## src/rtl/mem_access_ctrl.sv

```systemverilog
// mem_access_ctrl: sequences fetch/load/store accesses to a byte-addressed
// memory. Each accepted operation is IDLE -> ACCESS -> RESP (3 cycles).
// A rejected operation skips ACCESS and goes straight to RESP.
//
// Optional feature: define STORE_PROTECT_EN to reject stores below
// PROT_LIMIT (the protected program region).
//
// Ports:
//   clk, rst_n             clock, synchronous active-low reset
//   req_valid/req_ready    request handshake (accept on edge when both high)
//   req_op                 00 fetch, 01 load, 10 store, 11 reserved
//   req_addr, req_wdata    load/store address, store data
//   pc_load, pc_in         branch: load PC (IDLE only, wins over a request)
//   pc, instr, rdata       program counter, last instruction, last load data
//   done, err              one-cycle completion pulse, rejected qualifier
//   mem_add/mem_write/mem_wd/mem_rd   memory port (mem_rd is combinational)
module mem_access_ctrl #(
  parameter logic [7:0] PC_RESET   = 8'd0,
  parameter logic [7:0] PROT_LIMIT = 8'd44
) (
  input  logic        clk,
  input  logic        rst_n,
  input  logic        req_valid,
  output logic        req_ready,
  input  logic [1:0]  req_op,
  input  logic [7:0]  req_addr,
  input  logic [7:0]  req_wdata,
  input  logic        pc_load,
  input  logic [7:0]  pc_in,
  output logic [7:0]  pc,
  output logic [19:0] instr,
  output logic [7:0]  rdata,
  output logic        done,
  output logic        err,
  output logic [7:0]  mem_add,
  output logic        mem_write,
  output logic [7:0]  mem_wd,
  input  logic [19:0] mem_rd
);

  localparam logic [1:0] OP_FETCH = 2'b00;
  localparam logic [1:0] OP_LOAD  = 2'b01;
  localparam logic [1:0] OP_STORE = 2'b10;
  localparam logic [1:0] OP_RSVD  = 2'b11;

  typedef enum logic [1:0] {IDLE, ACCESS, RESP} state_t;

  state_t     state, state_nxt;
  logic [1:0] op_q;
  logic [7:0] addr_q, wdata_q;
  logic       rej_q;

  logic       accept, reject, prot_hit;
  logic [7:0] acc_addr;

  assign req_ready = (state == IDLE) && !pc_load;
  assign accept    = req_valid && req_ready;
  // Fetches take their address from the PC, not from req_addr.
  assign acc_addr  = (req_op == OP_FETCH) ? pc : req_addr;

`ifdef STORE_PROTECT_EN
  assign prot_hit = (req_op == OP_STORE) && (req_addr < PROT_LIMIT);
`else
  logic prot_unused;
  assign prot_unused = ^PROT_LIMIT;
  assign prot_hit    = 1'b0;
`endif

  // A 4-byte window starting above 252 would run off the end of memory.
  assign reject = (acc_addr > 8'd252) || (req_op == OP_RSVD) || prot_hit;

  always_ff @(posedge clk) begin
    if (!rst_n) begin
      state   <= IDLE;
      pc      <= PC_RESET;
      instr   <= '0;
      rdata   <= '0;
      op_q    <= '0;
      addr_q  <= '0;
      wdata_q <= '0;
      rej_q   <= 1'b0;
    end else begin
      state <= state_nxt;
      if (state == IDLE && pc_load) pc <= pc_in;
      if (accept) begin
        op_q    <= req_op;
        addr_q  <= acc_addr;
        wdata_q <= req_wdata;
        rej_q   <= reject;
      end
      // ACCESS is only ever entered for non-rejected operations.
      if (state == ACCESS) begin
        case (op_q)
          OP_FETCH: begin
            instr <= mem_rd;
            pc    <= pc + 8'd4;
          end
          OP_LOAD: rdata <= mem_rd[7:0];
          default: ;
        endcase
      end
    end
  end

  always_comb begin
    state_nxt = state;
    mem_add   = '0;
    mem_write = 1'b0;
    mem_wd    = '0;
    done      = 1'b0;
    err       = 1'b0;
    case (state)
      IDLE: if (accept) state_nxt = reject ? RESP : ACCESS;
      ACCESS: begin
        mem_add   = addr_q;
        mem_write = (op_q == OP_STORE);
        mem_wd    = (op_q == OP_STORE) ? wdata_q : 8'd0;
        state_nxt = RESP;
      end
      RESP: begin
        done      = 1'b1;
        err       = rej_q;
        state_nxt = IDLE;
      end
      default: state_nxt = IDLE;
    endcase
  end

endmodule

```

## config.mk

```make
export PLATFORM = sky130hd
export DESIGN_NAME = mem_access_ctrl
export DESIGN_NICKNAME = d
export VERILOG_FILES = /design/src/rtl/mem_access_ctrl.sv
export SDC_FILE = /design/constraint.sdc
export NUM_CORES = 1
export LEC_CHECK = 0
export ABC_AREA = 0
export CORE_UTILIZATION = 35
export CTS_BUF_LIST = sky130_fd_sc_hd__clkbuf_16
export CTS_CLUSTER_DIAMETER = 200
export DETAILED_ROUTE_END_ITERATION = 8
export DONT_BUFFER_PORTS = 1
export PLACE_DENSITY = 0.57
export SKIP_CTS_REPAIR_TIMING = 1
export SLEW_MARGIN = 40
export SYNTH_ARGS = -nofsm -noshare
export SYNTH_HDL_FRONTEND = slang
export SYNTH_SLANG_ARGS = --single-unit
```

## constraint.sdc

```tcl
create_clock -name clk -period 2.4 [get_ports clk]
set_clock_uncertainty 0.1 [all_clocks]
set_input_delay 0.24 -clock clk [delete_from_list [all_inputs] [get_ports clk]]
set_output_delay 0.24 -clock clk [all_outputs]
set_load 0.005 [all_outputs]
```

Word-level counts from Yosys, hierarchy flattened
Index checks and enable logic that the tools add are counted.
W data, S select, Z words.
{"block": "word_totals", "register_bits": 57, "inputBits": 50, "output_inout_bits": 56}
{"block": "classes", "addsub": 1, "n_lt_le_gt_ge": 1, "eq_ne": 6, "n_mux": 13, "reduce_logical": 10}
{"operator": "$mux W8", "n": 7}
{"operator": "$add A8 B3 Y8 const B", "n": 1}
{"operator": "$gt A8 B8 Y1 const B", "n": 1}
{"operator": "$eq A2 B2 Y1 const B", "n": 3}
{"operator": "$logic_not A2 Y1", "n": 3}
{"operator": "$eq A2 B1 Y1 const B", "n": 2}
{"operator": "$mux W2", "n": 2}
{"operator": "$pmux W2 S2", "n": 1}
{"operator": "$reduce_and A2 Y1", "n": 2}
{"operator": "$logic_and A1 B1 Y1", "n": 3}
{"operator": "$mux W1", "n": 3}
{"operator": "$ne A2 B2 Y1 const B", "n": 1}
{"operator": "$logic_not A1 Y1", "n": 1}
{"operator": "$logic_or A1 B1 Y1", "n": 1}

Logic depth before layout (Yosys ltp)
{"block": "logic_depth", "depth_word": 7, "mapped_depth": 6}

Least setup slack after synthesis
Ideal clock, no wire load.
{"block": "synth_path", "kind": "register to register", "from": "register state[1]", "to": "register pc[7]", "setup_ps": 119, "arrival_time_ps": 1429, "setup_slack_ps": 752, "path_stages_with_launch": 6, "n_path_buf": 1, "synth_period_minus_slack_ps": 1648, "cell_sequence": "dfxtp_1 -> or4b_1 -> buf_2 -> nor3_4 -> mux2i_1 -> a21boi_1"}
{"block": "synth_between", "elab_chain_len": 5, "word_cells_on_any_way": 6, "cone_classes": "1 x eq/ne; 3 x mux; 2 x reduce/logical"}
{"element": "start: declaration", "line": "48", "text": "state_t state, state_nxt;"}
{"element": "start signal: assignment", "line": "83", "text": "state <= state_nxt;"}
{"element": "$logic_not A2 Y1", "line": "84", "text": "if (state == IDLE && pc_load) pc <= pc_in;"}
{"element": "$logic_and A1 B1 Y1", "line": "84"}
{"element": "$mux W8", "line": "84"}
{"element": "$mux W8", "line": "93", "text": "case (op_q)"}
{"element": "$mux W8 (*)", "line": "92", "text": "if (state == ACCESS) begin"}
{"element": "end signal: assignment", "line": "84"}
{"element": "end signal: assignment", "line": "96", "text": "pc <= pc + 8'd4;"}
{"element": "end: declaration", "line": "30", "text": "output logic [7:0] pc,"}
Mark *: on every way between the ends. The rest lies on a longest branch, timed or not.
A chain may end at the register's enable or synchronous reset.

Worst setup path after layout
{"block": "layout_path", "from": "register state[0]", "to": "output port mem_wd[2]"}
{"block": "layout_between", "elab_chain_len": 2}
{"element": "$eq A2 B1 Y1", "line": "112", "text": "case (state)"}
{"element": "$mux W8", "line": "112"}
{"element": "end: declaration", "line": "37", "text": "output logic [7:0] mem_wd,"}
No other way between the ends.

==> results by group <==
Run status
  • Status: finished, violations left
  • Failing checks: negative hold slack

Power and ir drop
  • Psw: 586 uW
  • Peak supply drop: 0.356 mV
  • Clock power frac: 53.4%
  • Sw frac: 22.7%
  • Int Power: 2000 uW
  • PwrDens: 795 nW/um2
  • Leak: 0.00125 uW
  • Sequential cell fraction of total power: 39.6%
  • Comb pwr share: 7.0%

Critical path
  • Worst EP arrival: 1590 ps
  • Critical Path Source Type: flip-flop
  • Setup crit end kind: primary output
  • Worst reg2reg setup slack: about 560 ps
  • Worst Path Max Fanout: 9
  • Worst r2r dst: pc[7]
  • Worst EP required: 2060 ps
  • R2r startpoint: state[1]
  • Beginning of the critical path: state[0]
  • R2r worst-path depth: 4
  • Setup Crit Path Kind: flip-flop to primary output

Drt
  • WL/cell: about 14 um
  • Initial DRC Count: 54
  • Vias: 2130
  • Top routing layer in use: met4
  • Remaining DRCs: 0
  • Routed WL: between 6000 and 7000 um
  • Metal-1 WL: 2680 um
  • DR WL met3: 558 um
  • Vias per cell: 4.92
  • Antenna-violating nets left: 0
  • Met2 wire length: 2770 um
  • TritonRoute pass-1 iters: 4

Global routing
  • Antenna violations before repair: 0
  • Overall global routing resource usage: 15.6%
  • Largest net degree at the start of global routing: 59
  • Total global routing overflow: 0
  • First-pass GRT wire length: 8770 um
  • Vias in the first global route: 1833

Floorplanning
  • I/O pin count: 106
  • Die width: 86.7 um
  • Std-Cell Rows: 30
  • Initial Util: between 30% and 40%
  • Core ar.: 6870 um2
  • DIE AREA: 7520 um2
  • DIE HEIGHT: 86.7 um

Timing
  • Max-slew violations: 0
  • Worst slew margin: 69.8%
  • RSZ-0062 raised after global routing: no
  • Slew @ Worst Pin: 450 ps
  • Max Fclk: 0.519 GHz
  • Final setup viols: 0
  • Setup TNS: 0 ps
  • Final Hold Fails: 2
  • Crit path time final: 1930 ps
  • Tcrit/Tclk final: 80.3%
  • Worst hold slack: -21.6 ps
  • Final worst setup slack: approximately 470 ps

Clock network
  • TritonCTS buffer count: 9
  • Htree depth: 3
  • Clock latency on the worst-skew pair: 320 ps
  • CTS sink count: 57
  • CTS Buffer Depth: 2
  • CTS tree: yes
  • Clock-pin slew on the worst setup and hold paths: ~50 ps
  • CTS Root Cell: clkbuf_16

Worst hold path
  • Hold endpoint: wdata_q[1]
  • Hold path start: req_wdata[1]
  • HP Class: input pin to flip-flop
  • WHS Path Cells: 2

Yosys
  • Register bit total from synthesis: 57
  • Sequential cell area fraction in the yosys report: 45.4%
  • Syn. warnings: 0
  • Syn nets: 356
  • Mapped cell area: around 2500 um2
  • Synthesized area per cell: 8.24 um2
  • Post-Synthesis Cells: 305
  • Number of library cell types mapped by synthesis: 31

Placement
  • Dpl cells: 386
  • GP Congestion: 0.804
  • HPWL Detailed: 3960 um
  • Post-Place Setup Slack: 572 ps
  • Number of port buffers: 0

Finish
  • Share of cells above drive strength 1: between 7 and 8%
  • Layout Cells excl Fill: roughly 430
  • Layout area overhead: 29.4%
  • Final #Nets: 383
  • Antenna diodes: 0

Flow run
  • Max_cap viols: 0
==> worst max-delay path by stage <==
stage | end | slack, ps | depth (start not counted)
floorplan | pc[7] | 750 | 5
CTS | mem_wd[7] | 430 | 3
global route | mem_wd[1] | 310 | 3
detailed placement | pc[7] | 570 | 4
finish | mem_wd[2] | 470 | 3
global placement | pc[7] | 620 | 4
==> state kept, by name, indices dropped and copies added, names as in the netlist <==
signal,count
instr,20
addr_q,8
pc,8
rdata,8
wdata_q,8
op_q,2
state,2
rej_q,1
==> metal layers <==
layer / track usage [%] / vias up
li1: - / 1084
met4: 6.36 / 0
met2: 24.7 / 80
met1: 17.6 / 960
met3: 8.19 / 6
met5: 0 / -
==> worst max-delay path, stage by stage, from the launching register on <==
cell	delay [ps]
dfxtp_1	420
nor2b_1	260
and3b_1	380
and2_1	200
==> logic make-up (layout without fill, tap and decap cells) <==
family                     Yosys count  count (layout)  synth area share (%)
buffers and inverters               24              56                  3.78
AOI/OAI and AO/OA                   73              73                  21.2
DFF                                 57              57                  45.4
adders and majority gates            1               1                 0.498
muxes                                4               4                  1.59
and+or+nand+nor                    146             146                  27.5
==> final cells by class <==
type	count	area, um2
clock buffer	9	225
clock inverter	7	103
fill	682	3620
inverter	3	11.3
multi-input combinational	224	1290
sequential	57	1140
tap	96	120
timing repair buffer	37	365
==> through the flow <==
| step | util [%] | cell area, um2 | power, uW | hold WS (ps) |
|---|---|---|---|---|
| after floorplan | - | 2510 | 1150 | 275 |
| after global placement | 37.9 | 2600 | 1170 | 277 |
| after detailed placement | 37.9 | 2600 | 1170 | 286 |
| after CTS | 42.7 | 2930 | 2570 | -59.0 |
| after global routing | 47.3 | 3250 | 2700 | 1.71 |
| final | 47.3 | 3250 | 2590 | -21.6 |
==> synth_stat cells (all sizes together) <==
cell | instances | area (um2)
a211oi | 1 | 7.51
a21boi | 42 | 315
a21oi | 3 | 15.0
a221oi | 1 | 8.76
a32oi | 1 | 8.76
and2 | 20 | 125
and3 | 1 | 6.26
and3b | 2 | 17.5
buf | 5 | 23.8
clkbuf | 16 | 60.1
dfxtp | 57 | 1140
ha | 1 | 12.5
inv | 3 | 11.3
mux2i | 4 | 40.0
nand2 | 89 | 334
nand3 | 11 | 55.1
nand3b | 1 | 7.51
nand4 | 2 | 12.5
nor2 | 5 | 18.8
nor2b | 6 | 37.5
nor3 | 5 | 36.3
nor3b | 1 | 7.51
nor4b | 2 | 23.8
o211a | 9 | 90.1
o211ai | 3 | 22.5
o21ai | 13 | 65.1
or4b | 1 | 10.0
==> power groups by stage <==
stage	registers (uW)	logic, uW	clock network (uW)
finish	1020	181	1380
global route	1030	203	1460
CTS	1020	126	1420
detailed placement	1040	126	0
global placement	1040	123	0
floorplan	1030	114	0
==> placed cells by master (no fill, tap or decap), types with 2 or more instances in the layout <==
cell           instances
a21boi_0              41
a21oi_1                3
and2_1                20
and3b_1                2
buf_4                  6
bufinv_16              2
clkbuf_16              9
clkinv_4               2
dfxtp_1               57
dlygate4sd3_1         30
inv_1                  3
inv_6                  2
mux2i_1                4
nand2_1               89
nand3_1               11
nand4_1                2
nor2_1                 5
nor2b_1                6
nor3_1                 4
o211a_1                9
o211ai_1               3
o21ai_0               13
(Power assumes the default switching activity.)
